`src/rtl/idelay_tap_ctrl.sv`:
```
// rtl/idelay_tap_ctrl.sv - stepped tap loader for a bank of IDELAYE3 primitives in VAR_LOAD mode
//
// Purpose:
//   Accepts one tap-set command at a time over a valid/ready handshake.
//   It walks the selected channel from its current tap to the target in steps
//   of at most STEP_MAX taps, one LOAD pulse per step.  After every LOAD it
//   compares CNTVALUEOUT against the value just loaded, and it ends each
//   command with a one-cycle response pulse.
//
// Optional feature macro: IDELAY_VTC_EN
//   defined   : EN_VTC is high on idle channels.  It is dropped for VTC_WAIT
//               cycles before stepping and raised again for VTC_WAIT cycles
//               after stepping.
//   undefined : dly_en_vtc is tied to all-zeros and both VTC phases take
//               zero cycles.
//
// Ports:
//   ref_clk_400m     in   single clock, shared with the IDELAYE3 CLK pins
//   reset            in   asynchronous active-high reset
//   idelay_rdy       in   IDELAYCTRL RDY; gates acceptance, taints an active command
//   cmd_valid/ready  in/out  command handshake
//   cmd_ch           in   target channel (values >= NUM_CH are rejected)
//   cmd_value        in   target tap
//   rsp_valid        out  one-cycle response pulse
//   rsp_ch           out  channel of the response
//   rsp_value        out  final tap read back (0 for a rejected channel)
//   rsp_err          out  readback mismatch, RDY loss or bad channel
//   busy             out  high whenever the FSM is not idle
//   dly_cntvaluein   out  per-channel CNTVALUEIN, channel k at [k*TAP_W +: TAP_W]
//   dly_load         out  per-channel LOAD pulse
//   dly_en_vtc       out  per-channel EN_VTC
//   dly_cntvalueout  in   per-channel CNTVALUEOUT
module idelay_tap_ctrl #(
  parameter int NUM_CH   = 8,
  parameter int CH_W     = 3,
  parameter int TAP_W    = 9,
  parameter int STEP_MAX = 8,
  parameter int SETTLE   = 4,
  parameter int VTC_WAIT = 10
) (
  input  logic                      ref_clk_400m,
  input  logic                      reset,
  input  logic                      idelay_rdy,
  input  logic                      cmd_valid,
  output logic                      cmd_ready,
  input  logic [CH_W-1:0]           cmd_ch,
  input  logic [TAP_W-1:0]          cmd_value,
  output logic                      rsp_valid,
  output logic [CH_W-1:0]           rsp_ch,
  output logic [TAP_W-1:0]          rsp_value,
  output logic                      rsp_err,
  output logic                      busy,
  output logic [NUM_CH*TAP_W-1:0]   dly_cntvaluein,
  output logic [NUM_CH-1:0]         dly_load,
  output logic [NUM_CH-1:0]         dly_en_vtc,
  input  logic [NUM_CH*TAP_W-1:0]   dly_cntvalueout
);

  localparam int CNT_MAX = (SETTLE > VTC_WAIT) ? SETTLE : VTC_WAIT;
  localparam int CNT_W   = (CNT_MAX < 2) ? 1 : $clog2(CNT_MAX);

  localparam logic [CH_W:0]    NUM_CH_X    = (CH_W+1)'(NUM_CH);
  localparam logic [TAP_W-1:0] STEP_T      = TAP_W'(STEP_MAX);
  localparam logic [CNT_W-1:0] SETTLE_LAST = CNT_W'(SETTLE - 1);
  localparam logic [CNT_W-1:0] VTC_LAST    = CNT_W'(VTC_WAIT - 1);

  typedef enum logic [2:0] {
    S_IDLE,
    S_VTC_OFF,
    S_LOAD,
    S_SETTLE,
    S_CHECK,
    S_VTC_ON,
    S_RESP
  } state_t;

  state_t                    state_q, state_d;
  logic [CNT_W-1:0]          cnt_q, cnt_d;
  logic [CH_W-1:0]           ch_q, ch_d;
  logic [TAP_W-1:0]          target_q, target_d;
  logic [TAP_W-1:0]          next_q, next_d;
  // Working copy of cur_tap[ch] for the command in flight.
  logic [TAP_W-1:0]          pos_q, pos_d;
  logic                      err_q, err_d;
  logic [TAP_W-1:0]          cur_tap_q [NUM_CH];
  logic [TAP_W-1:0]          cur_tap_d [NUM_CH];
  logic [NUM_CH*TAP_W-1:0]   cntvaluein_q, cntvaluein_d;
  logic [NUM_CH-1:0]         load_q, load_d;
  logic                      rsp_valid_q, rsp_valid_d;
  logic [CH_W-1:0]           rsp_ch_q, rsp_ch_d;
  logic [TAP_W-1:0]          rsp_value_q, rsp_value_d;
  logic                      rsp_err_q, rsp_err_d;
`ifdef IDELAY_VTC_EN
  logic [NUM_CH-1:0]         en_vtc_q, en_vtc_d;
`endif

  logic [TAP_W-1:0]          cmd_cur;
  logic [TAP_W-1:0]          obs_sel;
  logic [TAP_W-1:0]          load_base;
  logic [TAP_W-1:0]          next_val;
  logic                      enter_load;
  logic                      enter_vtc_on;
  logic                      enter_resp;
  logic                      done_seq;

  // One bounded step from cur toward tgt.  The step is clamped to the
  // remaining distance, so it never overshoots and never wraps.
  function automatic logic [TAP_W-1:0] step_toward(input logic [TAP_W-1:0] cur,
                                                    input logic [TAP_W-1:0] tgt);
    logic [TAP_W-1:0] diff;
    logic [TAP_W-1:0] res;
    if (tgt >= cur) begin
      diff = tgt - cur;
      res  = (diff > STEP_T) ? cur + STEP_T : tgt;
    end else begin
      diff = cur - tgt;
      res  = (diff > STEP_T) ? cur - STEP_T : tgt;
    end
    return res;
  endfunction

  assign cmd_ready = (state_q == S_IDLE) & idelay_rdy & ~reset;

  // The channel muxes are written as compare loops.  This keeps them
  // well-defined when 2**CH_W > NUM_CH.
  always_comb begin
    cmd_cur = '0;
    obs_sel = '0;
    for (int k = 0; k < NUM_CH; k++) begin
      if (cmd_ch == CH_W'(k)) cmd_cur = cur_tap_q[k];
      if (ch_q == CH_W'(k))   obs_sel = dly_cntvalueout[k*TAP_W +: TAP_W];
    end
  end

  always_comb begin
    state_d      = state_q;
    cnt_d        = cnt_q;
    ch_d         = ch_q;
    target_d     = target_q;
    next_d       = next_q;
    pos_d        = pos_q;
    // If RDY is lost while a command is active, the command still finishes
    // but is reported as failed.
    err_d        = err_q | ((state_q != S_IDLE) & ~idelay_rdy);
    cur_tap_d    = cur_tap_q;
    cntvaluein_d = cntvaluein_q;
    load_d       = '0;
    rsp_valid_d  = 1'b0;
    rsp_ch_d     = rsp_ch_q;
    rsp_value_d  = rsp_value_q;
    rsp_err_d    = rsp_err_q;
`ifdef IDELAY_VTC_EN
    en_vtc_d     = en_vtc_q;
`endif
    enter_load   = 1'b0;
    enter_vtc_on = 1'b0;
    enter_resp   = 1'b0;
    done_seq     = 1'b0;
    load_base    = pos_q;
    next_val     = '0;

    case (state_q)
      S_IDLE: begin
        if (cmd_valid && cmd_ready) begin
          if ({1'b0, cmd_ch} >= NUM_CH_X) begin
            // A rejected channel gets an immediate error response.
            // The FSM stays idle and no dly_* output moves.
            rsp_valid_d = 1'b1;
            rsp_ch_d    = cmd_ch;
            rsp_value_d = '0;
            rsp_err_d   = 1'b1;
          end else begin
            ch_d     = cmd_ch;
            target_d = cmd_value;
            pos_d    = cmd_cur;
            err_d    = 1'b0;
            cnt_d    = '0;
`ifdef IDELAY_VTC_EN
            state_d  = S_VTC_OFF;
            for (int k = 0; k < NUM_CH; k++)
              if (cmd_ch == CH_W'(k)) en_vtc_d[k] = 1'b0;
`else
            if (cmd_value == cmd_cur) begin
              enter_resp = 1'b1;
            end else begin
              enter_load = 1'b1;
              load_base  = cmd_cur;
            end
`endif
          end
        end
      end
      S_VTC_OFF: begin
        if (cnt_q == VTC_LAST) begin
          cnt_d = '0;
          if (target_q == pos_q) enter_vtc_on = 1'b1;
          else                   enter_load   = 1'b1;
        end else begin
          cnt_d = cnt_q + CNT_W'(1);
        end
      end
      S_LOAD: begin
        state_d = S_SETTLE;
        cnt_d   = '0;
      end
      S_SETTLE: begin
        if (cnt_q == SETTLE_LAST) state_d = S_CHECK;
        else                      cnt_d   = cnt_q + CNT_W'(1);
      end
      S_CHECK: begin
        // The primitive's report is authoritative.  After a mismatch, the
        // next command on this channel starts from what was read back.
        for (int k = 0; k < NUM_CH; k++)
          if (ch_q == CH_W'(k)) cur_tap_d[k] = obs_sel;
        pos_d = obs_sel;
        if (obs_sel != next_q) begin
          err_d    = 1'b1;
          done_seq = 1'b1;
        end else if (next_q == target_q) begin
          done_seq = 1'b1;
        end else begin
          enter_load = 1'b1;
          load_base  = obs_sel;
        end
      end
      S_VTC_ON: begin
        if (cnt_q == VTC_LAST) enter_resp = 1'b1;
        else                   cnt_d      = cnt_q + CNT_W'(1);
      end
      S_RESP: begin
        state_d = S_IDLE;
      end
      default: begin
        state_d = S_IDLE;
      end
    endcase

    if (done_seq) begin
`ifdef IDELAY_VTC_EN
      enter_vtc_on = 1'b1;
`else
      enter_resp   = 1'b1;
`endif
    end

    // The LOAD pulse and CNTVALUEIN are registered on entry to LOAD, so both
    // are valid during the LOAD cycle.  CNTVALUEIN keeps its value afterwards.
    if (enter_load) begin
      next_val = step_toward(load_base, target_d);
      next_d   = next_val;
      state_d  = S_LOAD;
      for (int k = 0; k < NUM_CH; k++) begin
        if (ch_d == CH_W'(k)) begin
          cntvaluein_d[k*TAP_W +: TAP_W] = next_val;
          load_d[k]                      = 1'b1;
        end
      end
    end

    if (enter_vtc_on) begin
      state_d = S_VTC_ON;
      cnt_d   = '0;
`ifdef IDELAY_VTC_EN
      for (int k = 0; k < NUM_CH; k++)
        if (ch_q == CH_W'(k)) en_vtc_d[k] = 1'b1;
`endif
    end

    if (enter_resp) begin
      state_d     = S_RESP;
      rsp_valid_d = 1'b1;
      rsp_ch_d    = ch_d;
      rsp_value_d = pos_d;
      rsp_err_d   = err_d;
    end
  end

  always_ff @(posedge ref_clk_400m or posedge reset) begin
    if (reset) begin
      state_q      <= S_IDLE;
      cnt_q        <= '0;
      ch_q         <= '0;
      target_q     <= '0;
      next_q       <= '0;
      pos_q        <= '0;
      err_q        <= 1'b0;
      for (int k = 0; k < NUM_CH; k++) cur_tap_q[k] <= '0;
      cntvaluein_q <= '0;
      load_q       <= '0;
      rsp_valid_q  <= 1'b0;
      rsp_ch_q     <= '0;
      rsp_value_q  <= '0;
      rsp_err_q    <= 1'b0;
`ifdef IDELAY_VTC_EN
      en_vtc_q     <= '1;
`endif
    end else begin
      state_q      <= state_d;
      cnt_q        <= cnt_d;
      ch_q         <= ch_d;
      target_q     <= target_d;
      next_q       <= next_d;
      pos_q        <= pos_d;
      err_q        <= err_d;
      for (int k = 0; k < NUM_CH; k++) cur_tap_q[k] <= cur_tap_d[k];
      cntvaluein_q <= cntvaluein_d;
      load_q       <= load_d;
      rsp_valid_q  <= rsp_valid_d;
      rsp_ch_q     <= rsp_ch_d;
      rsp_value_q  <= rsp_value_d;
      rsp_err_q    <= rsp_err_d;
`ifdef IDELAY_VTC_EN
      en_vtc_q     <= en_vtc_d;
`endif
    end
  end

  assign busy           = (state_q != S_IDLE);
  assign rsp_valid      = rsp_valid_q;
  assign rsp_ch         = rsp_ch_q;
  assign rsp_value      = rsp_value_q;
  assign rsp_err        = rsp_err_q;
  assign dly_cntvaluein = cntvaluein_q;
  assign dly_load       = load_q;
`ifdef IDELAY_VTC_EN
  assign dly_en_vtc     = en_vtc_q;
`else
  assign dly_en_vtc     = '0;
`endif

endmodule

```
`config.mk`:
```
export PLATFORM = sky130hd
export DESIGN_NAME = idelay_tap_ctrl
export DESIGN_NICKNAME = d
export VERILOG_FILES = /design/src/rtl/idelay_tap_ctrl.sv
export SDC_FILE = /design/constraint.sdc
export NUM_CORES = 1
export LEC_CHECK = 0
export ABC_AREA = 1
export BUFFER_PORTS_ARGS = -buffer_cell sky130_fd_sc_hd__buf_4
export CAP_MARGIN = 40
export CELL_PAD_IN_SITES_DETAIL_PLACEMENT = 2
export CELL_PAD_IN_SITES_GLOBAL_PLACEMENT = 2
export CORE_ASPECT_RATIO = 1.5
export CORE_MARGIN = 2
export CORE_UTILIZATION = 32
export CTS_CLUSTER_SIZE = 30
export DETAILED_ROUTE_END_ITERATION = 10
export PLACE_DENSITY_LB_ADDON = 0.1
export SKIP_CTS_REPAIR_TIMING = 1
export SYNTH_ARGS = -nofsm -noshare
export SYNTH_HDL_FRONTEND = slang
export SYNTH_SLANG_ARGS = --single-unit
```
`constraint.sdc`:
```
create_clock -name ref_clk_400m -period 8.36 [get_ports ref_clk_400m]
set_clock_uncertainty 0.05 [all_clocks]
set_input_delay 0.836 -clock ref_clk_400m [delete_from_list [all_inputs] [get_ports ref_clk_400m]]
set_output_delay 0.836 -clock ref_clk_400m [all_outputs]
set_load 0.005 [all_outputs]
```
==> reports/qor.csv, run 1 <==
metric,value,unit
status,"complete, no violations",
cts_tree,done,
vias_per_cell,5.24,
final_common_cell,nand2_1,
finalCritPeriodShare,83.5,%
cts_root_buf,clkbuf_16,
cp.arrival,7.34,ns
initial_core_util,32.3,%
yosys_warnings,0,
power,6900,µW
min_path_type,input pin to asynchronous set/reset pin,
antenna_cells,0,
firstDrtPassIters,4,
leakagePower,0.00753,µW
post-dp-hpwl,41.4,mm
cts_buffer_depth,3,
rsz0062_at_grt,no,
grt_pass1_wl,80.5,mm
seq_area,5100,µm²
setup_tns,0,ns
clk_latency,0.53,ns
grt_antenna_before_repair,0,
htreeDepth,1,
die_h,236,µm
die_x,159,µm
synth_cells,1549,
cap_violations,0,
nets,1845,
io_pins,192,
synth_edf_count,0,
endpoint_kind,register,
route.detailed.drc,0,
drv_slew,0,
tightestPinTransition,0.860,ns
fin_crit,6.98,ns
synth-seq-cells,204,
layout-drive-gt1-share,18.1,%
antenna_left,0,
relSlewSlack,42.1,%
coreArea,35600,µm²
fillers,4173,
synth_top_cell_area_share,44.4,%
drt_iter0_markers,525,
stdcell_count,2230,
grtUsageTotal,28.3,%
synth.largest_area_cell,dfrtp_1,
fin_util,39.9,%
clock-sinks,204,
place.gp.congestion,0.934,
dieArea,37500,µm²
powerDensity,485,nW/µm²
grt_pass1_vias,13135,
row_count,85,
synthTopCellsByArea,"dfrtp_1 44%, nand2_1 18%, nand3_1 8.9%, o21ai_0 4.7%, inv_1 4.2%",
clkTransAtPathRegs,0.06,ns
dp_cells,2190,
layout_common_cells,"549 x nand2_1, 204 x nand3_1, 204 x dfrtp_1, 190 x buf_4, 128 x inv_1",
synth_seq_area_share,44.4,%
async_flop_share,100,%
peakVddDrop,0.000193,V
routedWlPerCell,23.8,µm
port_buffers,183,
ys_types,47,
netSwitchingFraction,54.7,%
cp.required,8.71,ns
start_kind,register,
synthFlopType,dfrtp_1,
p_int,3130,µW
drt-total-wl,53.1,mm
synth.avg_cell_area,7.42,µm²
setup_violations,0,
multiInputGateArea,5640,µm²
syn_area,11500,µm²
seqPwrFrac,24.5,%
area_delta_synth_final,23.6,%
num_vias,11682,
power.switching,3770,µW
globalRouteOverflowTotal,0,
path_max_fanout,11,
worstSetupPathType,register to register,
fmax,143,MHz
p_comb_share,59.8,%
grt_max_degree,102,
cts_buffers,23,
hold_viol,0,
power_frac_clock,15.8,%
cell usage after synthesis (7+ instances only):
cell type  count
nand2_1      549
dfrtp_1      204
nand3_1      204
inv_1        129
o21ai_0      109
nor2_1        60
a21oi_1       38
inv_2         27
nand3_2       22
nand4_1       22
or2_2         21
clkbuf_1      20
ha_1          19
xor2_1        16
nor3_1        11
buf_4         10
or2_1         10
o221ai_1       9
o22ai_1        8
buf_2          7
path summary, 6_finish.rpt:
kind / start / slack (ns) / depth (start not counted) / endpoint
max: ch_q[1] / 1.38 / 24 / next_q[2]
min: reset / 0.21 / 2 / dly_cntvaluein[40]
max reg2reg: ch_q[1] / 1.38 / 24 / next_q[2]
min reg2reg: rsp_value[8] / 0.43 / 2 / rsp_value[8]
max in group asynchronous: reset / 6.70 / 5 / next_q[7]
min in group ref_clk_400m: rsp_value[8] / 0.43 / 2 / rsp_value[8]
worst max-delay path, cell delays in order, from the launching register on:
cell and delay [ns]:
dfrtp_1 0.53, inv_1 0.15, nor3_2 0.65, inv_2 0.19
or2_1 0.30, nand2_1 0.57, nand2_1 0.11, nand2_1 0.09
nand3_1 0.08, nor2_2 0.27, nand4_1 0.43, o21ai_0 0.29
o21bai_1 0.36, ha_1 0.46, a21o_1 0.25, a221oi_1 0.53
nand2_1 0.15, nand2_1 0.11, nand2_1 0.09, nor2_4 0.27
nand2_4 0.15, nand2_1 0.11, nand3_2 0.31, nand3_1 0.26
nand2_1 0.07
power by group through the flow:
stage               registers, µW  logic [µW]  clock network, µW
floorplan                    1580        2380                  0
global placement             1690        4020                  0
detailed placement           1700        4120                  0
CTS                          1690        4160               1110
global route                 1730        4490               1140
finish                       1690        4120               1090
metrics by stage:
stage,hold slack (ns),setup slack [ns],instance area (µm²)
2_1_floorplan,0.395,1.91,11500
3_3_place_gp,0.408,1.61,13400
3_5_place_dp,0.422,1.53,13400
4_1_cts,0.196,1.48,14200
5_1_grt,0.210,0.874,14200
6_report,0.211,1.38,14200
kinds of logic after synthesis:
logic type	synth area share (%)
AOI/OAI and AO/OA	8.86
DFF	44.4
buffers and inverters	6.80
adders and majority gates	2.24
xor gates and xnor gates	1.29
and+or+nand+nor	36.4
other	0.0326
sequential cells by signal, indices dropped and copies added (netlist names):
signal	flops
target_q	9
rsp_err	1
ch_q	3
state_q	3
rsp_ch	3
dly_load	8
rsp_valid	1
rsp_value	9
pos_q	9
cur_tap_q	72
cnt_q	4
err_q	1
dly_cntvaluein	72
next_q	9
cell type report:
class / count / share of cell area (%)
inverters: 159 / 4.25
clock inverters: 8 / 0.854
repair buffers: 193 / 10.5
well taps: 478 / 4.21
clock buffers: 32 / 4.64
multi-input cells: 1156 / 39.7
flip-flops and latches: 204 / 35.9
routing by layer:
metal  GRT usage [%]  vias up  share of wire [%]
li1                -     5398                  -
met1            29.1     5908                 37
met2            54.6      254                 54
met3            2.99      122                2.6
met4            16.9        0                6.6
met5               0        -                  0
(Power assumes the default switching activity.)
==> inputs of run 2 (changes only) <==
- ABC_AREA: 1 -> 0
- CORE_UTILIZATION: 32 -> 36
- clock period: 8.36 -> 7.25 ns (I/O delays scaled with it)
==> reports/qor.csv, run 2 <==
metric,value,unit,change
status,"complete, no violations",,
path_max_fanout,14,,+3
grt_antenna_before_repair,0,,unchanged
relSlewSlack,42.6,%,+0.51 points
min_path_type,input pin to asynchronous set/reset pin,,
synth_edf_count,0,,unchanged
globalRouteOverflowTotal,0,,unchanged
final_common_cell,buf_4,,
io_pins,192,,unchanged
cts_tree,done,,
drt-total-wl,42.1,mm,-21%
grt_pass1_wl,65.3,mm,-19%
synth_top_cell_area_share,45.4,%,+0.98 points
clock-sinks,204,,unchanged
synthFlopType,dfrtp_1,,
dpl-instance-area,13500,µm²,+0.49%
endpoint_kind,register,,
synth_compound_area_share,14.7,%,+5.8 points
route.detailed.drc,0,,unchanged
area_delta_synth_final,26.6,%,
synthTopCellsByCount,"204 x dfrtp_1, 115 x nand2_1, 97 x mux2_2",,
yosys_warnings,0,,unchanged
die_x,148,µm,-6.6%
rsz0062_at_grt,no,,
synthMuxAreaShare,18.1,%,+18 points
syn_area,11200,µm²,-2.2%
ys_types,82,,+74%
cts_buffer_depth,3,,unchanged
antenna_left,0,,unchanged
synth_seq_area_share,45.4,%,+0.98 points
slowest_stage,a21oi_2,,
whs,0.144,ns,-0.0668 ns
grt_max_degree,65,,-36%
cap_violations,0,,unchanged
tightestPinTransition,0.844,ns,-0.0152 ns
grt_pass1_vias,10780,,-18%
htreeDepth,1,,unchanged
nets,1387,,-25%
start_kind,input pin,,
cpPeakStageDelay,0.63,ns,-0.02 ns
cp.required,7.66,ns,-1.05 ns
routedWlPerCell,24.8,µm,+4.2%
synth_most_common_cell,dfrtp_1,,
synth.avg_cell_area,10.5,µm²,+41%
firstDrtPassIters,4,,unchanged
crit_path_frequent_cell,buf_4,,
setup_violations,0,,unchanged
initial_core_util,36.4,%,+4.1 points
clkTransAtPathRegs,0.06,ns,about the same
clk_latency,0.53,ns,about the same
synth.largest_area_cell,dfrtp_1,,
leakagePower,0.00666,µW,-12%
row_count,79,,-7.1%
powerDensity,505,nW/µm²,+4.0%
synth_top_family_by_area,multiplexers,,
layout-drive-gt1-share,31.4,%,+13 points
vias_per_cell,5.51,,+5.3%
finalCritPeriodShare,93.8,%,
cts_root_buf,clkbuf_16,,
stdcell_area,14200,µm²,+0.22%
fmax,147,MHz,
place.gp.congestion,0.912,,-2.4%
layout_common_cells,"226 x buf_4, 203 x dfrtp_1, 115 x nand2_1, 64 x mux2_2, 63 x o21ai_0",,
dieArea,32700,µm²,-13%
grtUsageTotal,26.1,%,-2.2 points
cp_cell_sequence,buf_4 -> mux4_2 -> mux2i_1 -> buf_4 -> xor2_1 -> o221ai_1 -> or4b_4 -> o41ai_4 -> a21boi_2 -> a221o_1 -> ha_1 -> a21o_1 -> a211o_1 -> a2111oi_2 -> or4_1 -> o311ai_2 -> nor4_4 -> buf_4 -> mux2i_1 -> a21oi_2 -> mux2_4,,
die_h,221,µm,-6.6%
fin_crit,6.80,ns,
cp.arrival,7.21,ns,-0.13 ns
fillers,3275,,-22%
cts_buffers,23,,unchanged
worstSetupPathType,input pin to register,,
synth_xor_area_share,3.43,%,+2.1 points
synth-seq-cells,204,,unchanged
drv_slew,0,,unchanged
antenna_cells,0,,unchanged
peakVddDrop,0.000229,V,+18%
synth_fa_ha_area_share,2.29,%,+0.050 points
coreArea,30900,µm²,-13%
num_vias,9368,,-20%
async_flop_share,100,%,unchanged
drt_iter0_markers,266,,-49%
synth_cells,1074,,-31%
hold_viol,0,,unchanged
post-dp-hpwl,32.2,mm,-22%
port_buffers,183,,unchanged
synth-simple-area-share,12.0,%,-24 points
synthTopCellsByArea,"dfrtp_1 45%, mux2_2 9.7%, mux2i_1 4.5%, nand2_1 3.8%, o21ai_0 3.1%",,
run 2: changes by cell type after synthesis, moves of 16 or more:
cell | previous run | this run
nand2_1 | 549 | 115
nand3_1 | 204 | 15
mux2_2 | 0 | 97
inv_1 | 129 | 41
mux2i_1 | 0 | 51
o21ai_0 | 109 | 70
inv_2 | 27 | 1
nand3_2 | 22 | 0
o21ai_1 | 1 | 20
or2_2 | 21 | 3
xnor2_1 | 1 | 17
run 2: worst paths after layout:
kind                                startpoint            endpoint  slack, ns  depth (start not counted)
setup / recovery                     cmd_ch[0]  dly_cntvaluein[52]       0.45                         21
hold / removal                           reset        cur_tap_q[8]       0.14                          3
setup reg to reg                 cur_tap_q[26]  dly_cntvaluein[52]       0.51                         20
hold reg to reg                  cur_tap_q[17]       cur_tap_q[17]       0.43                          2
max in group asynchronous                reset   dly_cntvaluein[6]       5.78                          6
min in group ref_clk_400m  dly_cntvalueout[71]        cur_tap_q[8]       0.39                          2
run 2: metal layers:
| metal | track usage (%) | up-vias | wire length [µm] |
|---|---|---|---|
| li1 | - | 4260 | - |
| met1 | 28.1 | 4860 | 15500 |
| met2 | 51.5 | 182 | 23600 |
| met3 | 3.73 | 66 | 1490 |
| met4 | 8.98 | 0 | 1540 |
| met5 | 0 | - | 0 |
run 2: power by group:
group          internal, µW  total (µW)  switching (µW)
combinational          1690        4030            2340
clock                   694        1180             485
sequential             1560        1980             416
run 2: critical path: cells and delay by family:
kind	cells	cell delay [ns]
AOI/OAI and AO/OA	9	2.97
xor gates and xnor gates	1	0.18
adders and majority gates	1	0.29
buffers and inverters	3	0.67
muxes	4	1.23
and+or+nand+nor	3	1.15
run 2: layout make-up:
| cell class | instances | area (µm²) | share of cell area (%) |
|---|---|---|---|
| inverter | 50 | 191 | 1.34 |
| multi-input combinational | 770 | 5910 | 41.5 |
| sequential | 204 | 5110 | 35.8 |
| tap | 405 | 507 | 3.56 |
| clock inverter | 8 | 96.3 | 0.676 |
| clock buffer | 32 | 649 | 4.56 |
| timing repair buffer | 230 | 1780 | 12.5 |
run 2: cells by family (layout without fill, tap and decap cells):
| family | count (synthesis) | after routing |
|---|---|---|
| and+or+nand+nor | 279 | 279 |
| DFF | 204 | 204 |
| xor gates and xnor gates | 44 | 44 |
| muxes | 171 | 171 |
| buffers and inverters | 107 | 320 |
| AOI/OAI and AO/OA | 248 | 248 |
| adders and majority gates | 20 | 20 |
| other | 1 | 8 |
run 2: metrics by stage:
| step | setup TNS [ns] | worst slack (ns) | power [µW] | cells | utilization (%) |
|---|---|---|---|---|---|
| after floorplan | -62.43 | -0.841 | 4380 | 1081 | - |
| after global placement | 0 | 0.128 | 5910 | 1655 | 43.3 |
| after detailed placement | -0.227 | -0.0335 | 6050 | 1659 | 43.6 |
| after CTS | 0 | 0.460 | 7290 | 1699 | 46.0 |
| after global routing | 0 | 0.100 | 7680 | 1699 | 46.0 |
| final | 0 | 0.450 | 7190 | 1699 | 46.0 |
